### config.mk
export PLATFORM = sky130hd
export DESIGN_NAME = seg7_scan
export DESIGN_NICKNAME = d
export VERILOG_FILES = /design/src/rtl/seg7_pkg.sv /design/src/rtl/seg7_dec.sv /design/src/rtl/seg7_scan.sv
export SDC_FILE = /design/constraint.sdc
export NUM_CORES = 1
export LEC_CHECK = 0
export ABC_AREA = 1
export BUFFER_PORTS_ARGS = -buffer_cell sky130_fd_sc_hd__buf_2
export CORE_MARGIN = 10
export CORE_UTILIZATION = 40
export CTS_CLUSTER_SIZE = 20
export DETAILED_ROUTE_END_ITERATION = 6
export MAX_ROUTING_LAYER = met4
export PLACE_DENSITY = 0.62
export SLEW_MARGIN = 20
export SYNTH_ARGS = -nofsm -noshare
export SYNTH_HDL_FRONTEND = slang
export SYNTH_SLANG_ARGS = --single-unit
### constraint.sdc
create_clock -name CLK -period 4.1 [get_ports CLK]
set_input_delay 0.205 -clock CLK [delete_from_list [all_inputs] [get_ports CLK]]
set_output_delay 0.205 -clock CLK [all_outputs]
set_load 0.01 [all_outputs]
### src/rtl/seg7_pkg.sv
// Shared constants for the two-digit multiplexed 7-segment scanner.
// Segment patterns are {g,f,e,d,c,b,a}, active-high; digit enables are active-low.
package seg7_pkg;

  localparam logic [6:0] SEG_0    = 7'h3F;
  localparam logic [6:0] SEG_1    = 7'h06;
  localparam logic [6:0] SEG_2    = 7'h5B;
  localparam logic [6:0] SEG_3    = 7'h4F;
  localparam logic [6:0] SEG_4    = 7'h66;
  localparam logic [6:0] SEG_5    = 7'h6D;
  localparam logic [6:0] SEG_6    = 7'h7D;
  localparam logic [6:0] SEG_7    = 7'h07;
  localparam logic [6:0] SEG_8    = 7'h7F;
  localparam logic [6:0] SEG_9    = 7'h6F;
  localparam logic [6:0] SEG_DASH = 7'h40;
  localparam logic [6:0] SEG_OFF  = 7'h00;

  localparam logic [1:0] DIG_OFF  = 2'b11;
  localparam logic [1:0] DIG_LOW  = 2'b10;
  localparam logic [1:0] DIG_HIGH = 2'b01;

  typedef enum logic {
    SLOT_LOW  = 1'b0,
    SLOT_HIGH = 1'b1
  } slot_t;

endpackage

### src/rtl/seg7_dec.sv
// Combinational BCD to 7-segment decoder; codes 10-15 show a dash.
module seg7_dec
  import seg7_pkg::*;
(
  input  logic [3:0] bcd,
  output logic [6:0] seg
);

  always_comb begin
    seg = SEG_DASH;
    case (bcd)
      4'd0: seg = SEG_0;
      4'd1: seg = SEG_1;
      4'd2: seg = SEG_2;
      4'd3: seg = SEG_3;
      4'd4: seg = SEG_4;
      4'd5: seg = SEG_5;
      4'd6: seg = SEG_6;
      4'd7: seg = SEG_7;
      4'd8: seg = SEG_8;
      4'd9: seg = SEG_9;
      default: seg = SEG_DASH;
    endcase
  end

endmodule

### src/rtl/seg7_scan.sv
// Two-digit multiplexed 7-segment scanner with frame-synchronous digit capture.
// Optional blinking is built only when SEG7_BLINK_EN is defined.
//
// sel state | meaning
// SLOT_LOW  | units digit slot, dig = 2'b10 after blanking
// SLOT_HIGH | tens digit slot, dig = 2'b01 after blanking; its tick ends the frame
module seg7_scan
  import seg7_pkg::*;
#(
  parameter int SCAN_DIV  = 1000,
  parameter int BLANK     = 4,
  parameter int BLINK_DIV = 128
) (
  input  logic       CLK,
  input  logic       RST,
  input  logic [3:0] q_high,
  input  logic [3:0] q_low,
  input  logic       lzb,
  input  logic       blink,
  output logic [6:0] seg,
  output logic [1:0] dig
);

  localparam int DW = (SCAN_DIV > 1) ? $clog2(SCAN_DIV) : 1;

  logic [DW-1:0] div_cnt;
  slot_t         sel;
  logic [3:0]    hold_high;
  logic [3:0]    hold_low;
  logic          tick;
  logic          frame_end;
  logic [3:0]    cur_digit;
  logic [6:0]    dec_seg;
  logic          dark;

  assign tick      = (div_cnt == DW'(SCAN_DIV - 1));
  assign frame_end = tick && (sel == SLOT_HIGH);
  assign cur_digit = (sel == SLOT_HIGH) ? hold_high : hold_low;

  seg7_dec u_dec (
    .bcd (cur_digit),
    .seg (dec_seg)
  );

`ifdef SEG7_BLINK_EN
  localparam int FW = (BLINK_DIV > 1) ? $clog2(BLINK_DIV) : 1;

  logic [FW-1:0] frame_cnt;
  logic          blink_ph;

  // Counts frame ends regardless of blink so the phase stays frame-aligned.
  always_ff @(posedge CLK) begin
    if (RST) begin
      frame_cnt <= '0;
      blink_ph  <= 1'b0;
    end else if (frame_end) begin
      if (frame_cnt == FW'(BLINK_DIV - 1)) begin
        frame_cnt <= '0;
        blink_ph  <= ~blink_ph;
      end else begin
        frame_cnt <= frame_cnt + 1'b1;
      end
    end
  end

  assign dark = blink && blink_ph;
`else
  logic unused_blink;
  assign unused_blink = blink;
  assign dark         = 1'b0;
`endif

  always_ff @(posedge CLK) begin
    if (RST) begin
      div_cnt   <= '0;
      sel       <= SLOT_LOW;
      hold_high <= 4'd0;
      hold_low  <= 4'd0;
      seg       <= SEG_OFF;
      dig       <= DIG_OFF;
    end else begin
      div_cnt <= tick ? '0 : div_cnt + 1'b1;
      if (tick) begin
        sel <= (sel == SLOT_LOW) ? SLOT_HIGH : SLOT_LOW;
      end
      // Both digits captured together only at frame end, so a pair is never torn.
      if (frame_end) begin
        hold_high <= q_high;
        hold_low  <= q_low;
      end
      if ((div_cnt < DW'(BLANK)) || dark) begin
        seg <= SEG_OFF;
        dig <= DIG_OFF;
      end else if (sel == SLOT_HIGH) begin
        dig <= DIG_HIGH;
        seg <= (lzb && (hold_high == 4'd0)) ? SEG_OFF : dec_seg;
      end else begin
        dig <= DIG_LOW;
        seg <= dec_seg;
      end
    end
  end

endmodule

Word level (Yosys, flattened, before mapping):

Memories as Yosys holds them, arrays and structs flattened.
Cells that the tools add are included.

* register bits after elaboration: 28
* logic and storage cells: 20
* bits in latches: 0
* output and inout port bits: 9
* memory bits (read-only): 112
* memory bits (writable): 0
* memories: 1

* multiplexer cells: 5
* reductions and logical operators: 5
* shift-type cells: 0
* bitwise logic cells: 0
* multiply operators: 0
* order comparisons: 1
* div/mod/pow operators: 0
* equal/unequal tests: 1
* add/subtract/negate cells: 1

Memory list
* (no name shown): depth 16, width 7, read ports 1, clocked after Yosys merged registers in 0, write ports 0, RTL line seg7_dec.sv:11 `case (bcd)`

Operators by type and width (count)
* 2-to-1 mux 7 bit: 2
* adder 10 x 1 -> 10 bit, second input constant: 1
* == test 10 bit, second input constant: 1
* < comparator 10 x 3 -> 1 bit, second input constant: 1
* logical NOT 4 bit: 1
* 2-to-1 mux 4 bit: 1
* OR reduction 2 bit: 2
* logical AND 1 bit: 2
* 2-to-1 mux 2 bit: 1
* 2-to-1 mux 1 bit: 1

Depth between registers and ports, before layout:

* depth after elaboration: 4
* depth in mapped cells: 10

Hierarchy:

Synthesis repeated with hierarchy kept, for this count alone.

* cell total of the unflattened synthesis: 188
* area, all modules: 1330.0 µm²

By module, submodules not included
* seg7_scan: area each 1137.3 µm², cells each 152, times used 1
* seg7_dec: area each 192.7 µm², cells each 36, times used 1

Worst setup path after synthesis:

Ideal clock, no wire load.

* path kind: register to register
* start point: reg sel
* end point: reg seg[0]
* required time: 4.029 ns
* library setup time: 0.071 ns
* slack: 2.533 ns
* buffers on the path: 1
* clock period less this slack: 1.567 ns
* data arrival time: 1.496 ns
* cell stages (with the launch flop): 9
* cells stage by stage: dfxtp_1 > buf_4 > o21ai_0 > inv_1 > ha_1 > nand3b_1 > nand2_1 > nand2_1 > a21oi_1

* cells in the longest elaborated chain, start to end: 4

RTL lines
* from (decl): RTL line seg7_scan.sv:27 `slot_t sel;`
* from (signal assigned): RTL line seg7_scan.sv:84 `sel <= (sel == SLOT_LOW) ? SLOT_HIGH : SLOT_LOW;`
* 2-to-1 mux 4 bit: RTL line seg7_scan.sv:38 `assign cur_digit = (sel == SLOT_HIGH) ? hold_high : hold_low;`
* memory read (16 x 7 bit)
* 2-to-1 mux 7 bit: RTL line seg7_scan.sv:96 `seg <= (lzb && (hold_high == 4'd0)) ? SEG_OFF : dec_seg;`
* 2-to-1 mux 7 bit *: RTL line seg7_scan.sv:94 `end else if (sel == SLOT_HIGH) begin`
* to (signal assigned): RTL line seg7_scan.sv:96
* to (signal assigned): RTL line seg7_scan.sv:99 `seg <= dec_seg;`
* to (decl): RTL line seg7_scan.sv:20 `output logic [6:0] seg,`

Every way passes the cells marked *; elsewhere a longest branch is shown, timed or not.
A chain may end at the register's enable or synchronous reset.

Worst setup path after layout:

* start point: reg sel
* end point: reg seg[3]

The elaborated chain is that of the path after synthesis.

==> run metrics <==
R2R depth 7; CP max stage delay 0.58 ns; post-cts sizing count 0; WL final 2500 microns; startpoint types register; Syn Nets 206; placeable core area 0.00313 sq mm; post-placement cell area 0.00146 sq mm; Ys Warns 0; Mapped Cells 188; FILL cells 336; slowest stage cell, crit path o21ai_0; H-tree Lvls 1; Crit Reg-Reg Endpoint seg[3]; ratio of final minimum period to clock period 45.8%; peak supply drop 156 uV; critical path arrival 2.14 ns; R2R Setup Slk 2.22 ns; die width 77.8 microns; # port buffers 19; CTS Hold Buffers Added 0; average size of a mapped cell 7.11 sq um; Final Instance Area 0.00152 sq mm; IO Count 21; status complete, no violations; hold path start q_low[1]; grt total ovfl 0; DPL Wire Length 1950 microns; Max Cap Viol 0; CP Class reg -> reg; Total GRT Usage 8.59%; Pleak 0.000760 uW; routability cong. 0.856; Initial Utilization 42.7%; ANT nets after route 0; # diodes 0; Worst Path Required 4.36 ns; Remaining DRCs 0; initial antenna violation count 0; Mapped Area 0.00134 sq mm; highest attainable clock frequency 533 MHz; Clock Path Buffers 2; site row count 20; #FFs+latches synth 28; clk slew on worst S/H paths 0.15 ns; WP buf/inv 1; Hold Crit Class in -> reg; clk_skew 0.00338 ns; worst r2r src sel; setup bufs post-CTS 0; CTS tree yes; setup violators final 0; Seq/Total Area, Yosys 41.9%; DR vias 1128; first-pass GRT wire length 4330 microns; Die Height 77.8 microns; layout cells sized above 1 16.8%; Least-Margin Pin Slew 0.640 ns; worst-skew pair later-pin latency 0.32 ns; nets@finish 227; CP cell instances o21ai_0 > inv_1 > ha_1 > nand3b_1 > nand2_1 > nand2_1 > a21oi_1; TritonCTS buffer count 3; Slew Viols, Final 0; Vias/cell 4.48; Area growth syn-to-layout 13.4%; largest delay contributor family on the critical path compound AO/OA/AOI/OAI gates; Slew HR 56.9%; hold depth 3; mean routed wirelength per cell 9.92 microns; initial drt markers 47; Fin. Hold Viols 0; min cycle time layout 1.88 ns; number of global-route vias before repair 1034; RSZ-0062 raised after global routing false; Pwr per Cell Area 315 mW/mm^2; cell mode on critical path nand2_1; DIE AREA 0.00605 sq mm; clock sink count 28; largest net degree at the start of global routing 18; Crit. End Element register; Unique masters post-synth 23; crit-path max FO 10; Hold EP hold_low[1]; clock root cell clkbuf_4; Sum Neg Setup Slack 0 ns; TritonRoute pass-1 iters 4
-- layer usage --
| metal | part of all wire [%] | global-route usage, % | wire length, microns | up-vias |
|---|---|---|---|---|
| met3 | 3.9 | 2.88 | 97 | 2 |
| met2 | 40 | 12.4 | 1000 | 19 |
| met1 | 55 | 11.1 | 1380 | 485 |
| met4 | 0.72 | 2.19 | 18 | 0 |
| li1 | - | - | - | 622 |
| met5 | 0 | - | 0 | - |
-- worst reg2reg max path, cell delays in order, from the launching register on --
cell and delay, ns:
dfxtp_1 0.45, o21ai_0 0.58, inv_1 0.14, ha_1 0.22
nand3b_1 0.17, nand2_1 0.08, nand2_1 0.05, a21oi_1 0.13
-- cells in the mapped netlist, drive strengths merged --
master | number | area (sq um)
buf | 3 | 23.8
ha | 6 | 75.1
xor2 | 2 | 17.5
a21oi | 11 | 55.1
nand3 | 8 | 40.0
inv | 24 | 90.1
or2 | 2 | 12.5
nor3 | 3 | 15.0
o21ai | 4 | 20.0
nor2 | 34 | 143
and2 | 2 | 12.5
dfxtp | 28 | 561
nand3b | 2 | 15.0
nand4 | 4 | 40.0
nand2 | 55 | 216
-- stage by stage --
stage          utilization (%)  worst slack [ns]  instances  hold slack, ns  power (uW)
2_1_floorplan                -              2.53        188           0.317         295
3_3_place_gp              46.8              2.29        248           0.423         305
3_5_place_dp              46.8              2.23        248           0.434         305
4_1_cts                   48.4              2.20        252          0.0819         484
5_1_grt                   48.4              2.07        252          0.0823         499
6_report                  48.4              2.22        252          0.0877         478
-- cells in the final DEF (no fill, tap or decap) --
master	Yosys	routed
nand3b_1	2	2
nand3_1	8	8
o21ai_0	2	2
buf_2	1	19
inv_2	1	1
dfxtp_1	28	28
ha_1	6	6
xor2_1	2	2
nand2_1	51	51
clkbuf_4	0	3
and2_1	2	2
nor2_4	1	1
a21oi_1	11	11
inv_1	23	23
nand2_2	4	4
o21ai_1	2	2
nor3_1	3	3
nor2_1	30	30
nor2_2	3	3
nand4_4	1	1
bufinv_16	0	1
or2_2	2	2
nand4_1	3	3
-- layout make-up --
class	instances	area [sq um]	share of cell area [%]
tap	44	55.1	3.63
multi-input combinational	133	662	43.7
sequential	28	561	37.0
inverter	24	90.1	5.95
timing repair buffer	19	95.1	6.28
clock buffer	3	22.5	1.49
clock inverter	1	30.0	1.98
-- cells by family (layout without fill, tap and decap cells) --
logic type	Yosys count	count (layout)	synth area share, %
flops	28	28	41.9
simple gates	110	110	37.0
buf+inv	27	47	8.52
compound gates	15	15	5.62
xor+xnor	2	2	1.31
fa+ha+maj	6	6	5.62
-- how the worst max path moves through the flow --
| stage | start | end | slack, ns | depth (start not counted) |
|---|---|---|---|---|
| 3_3_place_gp | sel | seg[3] | 2.29 | 7 |
| 6_report | sel | seg[3] | 2.22 | 7 |
| 2_1_floorplan | sel | seg[0] | 2.53 | 8 |
| 3_5_place_dp | sel | seg[3] | 2.23 | 7 |
| 5_1_grt | sel | seg[3] | 2.07 | 7 |
| 4_1_cts | sel | seg[3] | 2.20 | 7 |
-- where the power goes --
group / leakage, uW / total, uW / switching [uW] / internal, uW
logic: 0.000505 / 19.4 / 11.0 / 8.40
registers: 0.000226 / 279 / 2.27 / 277
clock network: 0.0000279 / 179 / 80.2 / 98.8
-- flip-flops by register name, summed over array words and instances (netlist names) --
register,cells
hold_low,4
hold_high,4
seg,7
div_cnt,10
sel,1
dig,2
(Power assumes the default switching activity.)
